===== src/rtl/mux_serializer_if.sv =====
// Word-in / bit-out handshake bundle for mux_serializer; slave is the serializer's view.
interface mux_serializer_if #(
  parameter int WIDTH = 8
);
  logic             in_valid;
  logic             in_ready;
  logic [WIDTH-1:0] in_data;
  logic             out_valid;
  logic             out_ready;
  logic             out_data;
  logic             out_last;

  modport master (
    output in_valid, in_data, out_ready,
    input  in_ready, out_valid, out_data, out_last
  );

  modport slave (
    input  in_valid, in_data, out_ready,
    output in_ready, out_valid, out_data, out_last
  );
endinterface


===== src/rtl/mux_serializer.sv =====
// Parallel-to-serial stage: first bit one cycle after word accept, 1 bit/cycle, no gap between words.
// Stalled output holds data/last/index/word; a new word is taken only when idle or on the final bit handshake.
module mux_serializer #(
  parameter int WIDTH     = 8,
  parameter bit LSB_FIRST = 1'b0
) (
  input logic               clk,
  input logic               rst_n,
  mux_serializer_if.slave   bus
);
  localparam int              IW       = $clog2(WIDTH);
  localparam logic [IW-1:0]   LAST_IDX = IW'(WIDTH - 1);

  typedef enum logic {IDLE, SHIFT} state_t;

  state_t           state;
  logic [IW-1:0]    index;
  logic [WIDTH-1:0] word;
  logic             armed;
  logic [IW-1:0]    sel;
  logic             out_fire;
  logic             in_fire;

  assign bus.out_valid = (state == SHIFT);
  assign bus.out_last  = bus.out_valid && (index == LAST_IDX);
  assign out_fire      = bus.out_valid && bus.out_ready;

  // armed keeps in_ready low until the first edge after reset release.
  assign bus.in_ready  = armed && ((state == IDLE) || (out_fire && bus.out_last));
  assign in_fire       = bus.in_valid && bus.in_ready;

  assign sel           = LSB_FIRST ? index : (LAST_IDX - index);
  assign bus.out_data  = bus.out_valid && word[sel];

  always_ff @(posedge clk or negedge rst_n) begin
    if (!rst_n) begin
      state <= IDLE;
      index <= '0;
      word  <= '0;
      armed <= 1'b0;
    end else begin
      armed <= 1'b1;
      if (in_fire) begin
        word  <= bus.in_data;
        index <= '0;
        state <= SHIFT;
      end else if (out_fire) begin
        if (bus.out_last) begin
          state <= IDLE;
        end else begin
          index <= index + 1'b1;
        end
      end
    end
  end
endmodule


===== src/flat_wrapper.sv =====
// flat-port wrapper written by rule: the top's interface ports become plain ports
module mux_serializer_flat 
#(
  parameter int WIDTH     = 8,
  parameter bit LSB_FIRST = 1'b0
)
  (clk, rst_n, bus_in_valid, bus_in_data, bus_out_ready, bus_in_ready, bus_out_valid, bus_out_data, bus_out_last);
  mux_serializer_if #(.WIDTH(WIDTH)) bus_i ();
  input logic clk;
  input logic rst_n;
  input wire logic [$bits(bus_i.in_valid)-1:0] bus_in_valid;
  input wire logic [$bits(bus_i.in_data)-1:0] bus_in_data;
  input wire logic [$bits(bus_i.out_ready)-1:0] bus_out_ready;
  output wire logic [$bits(bus_i.in_ready)-1:0] bus_in_ready;
  output wire logic [$bits(bus_i.out_valid)-1:0] bus_out_valid;
  output wire logic [$bits(bus_i.out_data)-1:0] bus_out_data;
  output wire logic [$bits(bus_i.out_last)-1:0] bus_out_last;
  assign bus_i.in_valid = bus_in_valid;
  assign bus_i.in_data = bus_in_data;
  assign bus_i.out_ready = bus_out_ready;
  assign bus_in_ready = bus_i.in_ready;
  assign bus_out_valid = bus_i.out_valid;
  assign bus_out_data = bus_i.out_data;
  assign bus_out_last = bus_i.out_last;
  mux_serializer #(.WIDTH(WIDTH), .LSB_FIRST(LSB_FIRST)) u_core (.clk(clk), .rst_n(rst_n), .bus(bus_i));
endmodule

===== config.mk =====
export PLATFORM = sky130hd
export DESIGN_NAME = mux_serializer_flat
export DESIGN_NICKNAME = d
export VERILOG_FILES = /design/src/rtl/mux_serializer_if.sv /design/src/rtl/mux_serializer.sv /design/src/flat_wrapper.sv
export SDC_FILE = /design/constraint.sdc
export NUM_CORES = 1
export LEC_CHECK = 0
export ABC_AREA = 0
export BUFFER_PORTS_ARGS = -buffer_cell sky130_fd_sc_hd__buf_2
export CAP_MARGIN = 5
export CORE_AREA = 2 2 39 41
export CTS_BUF_LIST = sky130_fd_sc_hd__clkbuf_8
export CTS_CLUSTER_SIZE = 16
export DETAILED_ROUTE_END_ITERATION = 6
export DIE_AREA = 0 0 41 43
export PLACE_DENSITY = 0.78
export SKIP_CTS_REPAIR_TIMING = 1
export SLEW_MARGIN = 10
export SYNTH_ARGS = -nofsm -noshare
export SYNTH_HDL_FRONTEND = slang
export SYNTH_SLANG_ARGS = --single-unit
export TNS_END_PERCENT = 100

===== constraint.sdc =====
create_clock -name clk -period 2.2 [get_ports clk]
set_input_delay 0.66 -clock clk [delete_from_list [all_inputs] [get_ports clk]]
set_output_delay 0.66 -clock clk [all_outputs]
set_load 0.01 [all_outputs]

==> Flow_metrics.wiki <==
{| class="wikitable"
! Metric !! Value
|-
| Period Utilization, post-route || 0.998
|-
| Number of pins exceeding their max-slew limit in the final report || 0
|-
| Routed via count divided by cell count || 5.00
|-
| Worst hold slack || 0.292 ns
|-
| Critical-path maximum fanout || 4
|-
| Setup repair after global routing missed its margin || yes
|-
| Most area-hungry cell type in the Yosys netlist || sky130_fd_sc_hd__dfrtp_1
|-
| Initial core utilization || 0.462
|-
| Root buffer selected by CTS || sky130_fd_sc_hd__clkbuf_8
|-
| Number of maximum-capacitance constraint violations || 0
|-
| Number of antenna violations at the first check in global routing || 0
|-
| Synth Warn # || 0
|-
| Total DRC errors in the routed layout || 0
|-
| Count of state elements after synthesis || 13
|-
| Vert. Die Dim || 43 um
|-
| Global-route usage over all layers || 0.168
|-
| Worst ir drop on vdd || 0.632 mV
|-
| DP HPWL || 790 um
|-
| Post-synthesis xor/xnor area fraction || 0.0137
|-
| Standard-cell rows || 14
|-
| Pwr per Cell Area || 1410 mW/mm2
|-
| Static leakage || 0.000403 uW
|-
| Main combinational cell family by area after synthesis || multiplexers
|-
| Critical Path Source Type || register
|-
| Via count of the first global-routing pass || 415
|-
| Leading post-synthesis cells by cell area || sky130_fd_sc_hd__dfrtp_1, sky130_fd_sc_hd__mux2_4, sky130_fd_sc_hd__mux2i_1, sky130_fd_sc_hd__ha_1, sky130_fd_sc_hd__mux2_2
|-
| Clock-pin transition on the worst setup and hold timing paths || 0.05 ns
|-
| Remaining antenna violation count after routing || 0
|-
| First-pass GRT wire length || 1.82 mm
|-
| Synth Area in Adders || 0.0391
|-
| Post-Synthesis Cells || 45
|-
| Area of the mapped netlist || 639 um2
|-
| Area fraction of the dominant cell type after synthesis || 0.509
|-
| Maximum achievable frequency || 455 MHz
|-
| Filler cell count in the final layout || 123
|-
| Die outline width || 41 um
|-
| Syn-to-layout area delta || 24.9%
|-
| Post-Route Skew || 0.000491 ns
|-
| Compound-Gate Fraction of Synth Area || 0.0411
|-
| Sort of element at the end of the critical path || primary output
|-
| Post-synthesis area per instance || 14.2 um2
|-
| Fin worst setup slack || 0.00369 ns
|-
| Class of the most critical setup path || reg2out
|-
| Number of diodes || 0
|-
| Simple-gate area share of the yosys netlist || 0.0861
|-
| CTS tree || yes
|-
| First-pass iteration count of the detailed router || 3
|-
| Critical path data arrival time || 1.54 ns
|-
| Layout cell share with drive strength beyond 1 || 0.515
|-
| Time the final worst path needs with I/O delays and setup || 2.20 ns
|-
| Run status || finished clean
|-
| I/O Pins || 16
|-
| Pin count of the biggest net entering global routing || 14
|-
| Worst hold path class || in2async
|-
| Count of input and output buffers || 15
|-
| Number of CTS-inserted buffers || 3
|-
| Clock sink count || 13
|-
| Total core area || 0.00138 mm2
|-
| Number of nets in the finished design || 81
|-
| Mux contribution to synthesized area || 0.282
|-
| Final count of hold timing violations || 0
|-
| Routed Wire Length || 1.09 mm
|-
| Routability congestion estimate || 0.719
|-
| Iter 0 DRT Violations || 4
|-
| Number of setup violations in the final report || 0
|-
| Sequential area share after synthesis || 0.509
|-
| Post-Syn Nets || 59
|-
| Total global routing overflow || 0
|-
| Post-synth cell types || 19
|-
| Die Area || 0.00176 mm2
|-
| Average detailed-routed wire length per instance || 13.3 um
|-
| Clock latency on the worst-skew pair || 0.24 ns
|-
| Required time at the worst-slack endpoint || 1.54 ns
|-
| Htree depth || 1
|-
| Setup slack after placement || 0.214 ns
|-
| CTS Buffer Depth || 2
|-
| DR vias || 410
|}
## synthesized netlist by cell type, drive strengths merged
| master | count |
|---|---|
| nand2 | 1 |
| buf | 1 |
| o31ai | 1 |
| conb | 1 |
| inv | 1 |
| nand3 | 1 |
| nor2 | 4 |
| mux2i | 3 |
| xnor2 | 1 |
| a311oi | 1 |
| mux2 | 9 |
| and2 | 2 |
| a21bo | 1 |
| mux4 | 1 |
| nand3b | 1 |
| ha | 2 |
| and3 | 1 |
| dfrtp | 13 |
## kinds of logic after synthesis
kind of cell	count (synthesis)
fa+ha+maj	2
xor+xnor	1
flops	13
simple gates	10
compound gates	3
buf+inv	2
mux	13
other cells	1
## area by class of cell
| class | count | area (um2) | area share |
|---|---|---|---|
| Inverter | 1 | 3.75 | 0.00470 |
| Sequential cell | 13 | 327 | 0.409 |
| Clock inverter | 1 | 3.75 | 0.00470 |
| Clock buffer | 3 | 41.3 | 0.0517 |
| Multi-Input combinational cell | 30 | 302 | 0.378 |
| Timing Repair Buffer | 18 | 101 | 0.127 |
| Tap cell | 16 | 20.0 | 0.0251 |
## flip-flops by register name, summed over array words and instances (netlist names)
register and count:
u_core.index 3, u_core.word 8, u_core.bus.out_valid 1, u_core.armed 1
## routing by layer
metal  routed length, um  vias to the layer above  GRT usage  part of all wire
li1                    -                      200          -                 -
met1                 536                      196      0.234              0.49
met2                 463                       10      0.188              0.43
met3                  41                        4     0.0471             0.038
met4                  48                        0      0.180             0.044
met5                   0                        -          0                 0
## layout by cell type (no fill, tap or decap), types with 2 or more instances in the layout
cell type and count:
sky130_fd_sc_hd__and2_1 2, sky130_fd_sc_hd__buf_2 15, sky130_fd_sc_hd__buf_4 2, sky130_fd_sc_hd__clkbuf_8 3, sky130_fd_sc_hd__dfrtp_1 12, sky130_fd_sc_hd__inv_1 2
sky130_fd_sc_hd__mux2_2 2, sky130_fd_sc_hd__mux2_4 7, sky130_fd_sc_hd__mux2i_1 3, sky130_fd_sc_hd__nor2_1 4
## per-stage QoR
| step | TNS, ns | cells | power, uW | instance area [um2] | utilization |
|---|---|---|---|---|---|
| final | 0 | 82 | 1120 | 798 | 0.577 |
| after global placement | 0 | 75 | 854 | 723 | 0.523 |
| after floorplan | 0 | 45 | 763 | 639 | - |
| after CTS | -0.0573 | 79 | 1090 | 768 | 0.555 |
| after global routing | -0.0904 | 82 | 1220 | 798 | 0.577 |
| after detailed placement | 0 | 75 | 874 | 723 | 0.523 |
## final timing paths
check / end / startpoint / slack, ns / cells past startpoint
setup / recovery: bus_in_ready / u_core.index[0]$_DFFE_PN0P_ / 0.004 / 5
hold / removal: u_core.index[0]$_DFFE_PN0P_ / rst_n / 0.29 / 1
setup reg to reg: u_core.word[0]$_DFFE_PN0P_ / u_core.index[0]$_DFFE_PN0P_ / 0.41 / 6
hold reg to reg: u_core.word[3]$_DFFE_PN0P_ / u_core.word[3]$_DFFE_PN0P_ / 0.51 / 1
max in group asynchronous: u_core.index[1]$_DFFE_PN0P_ / rst_n / 1.67 / 1
min in group clk: u_core.word[3]$_DFFE_PN0P_ / u_core.word[3]$_DFFE_PN0P_ / 0.51 / 1
## power by group
group	internal [uW]	switching (uW)	total, uW
sequential	355	85.7	440
combinational	301	176	476
clock	123	84.5	208
total	779	346	1120
## critical path, stage by stage, from the launching register on
cell,delay (ns)
sky130_fd_sc_hd__dfrtp_1,0.40
sky130_fd_sc_hd__ha_1,0.21
sky130_fd_sc_hd__ha_2,0.18
sky130_fd_sc_hd__a21bo_1,0.20
sky130_fd_sc_hd__and2_1,0.17
sky130_fd_sc_hd__buf_2,0.13
Note: power is estimated with default switching activity, not from simulation.
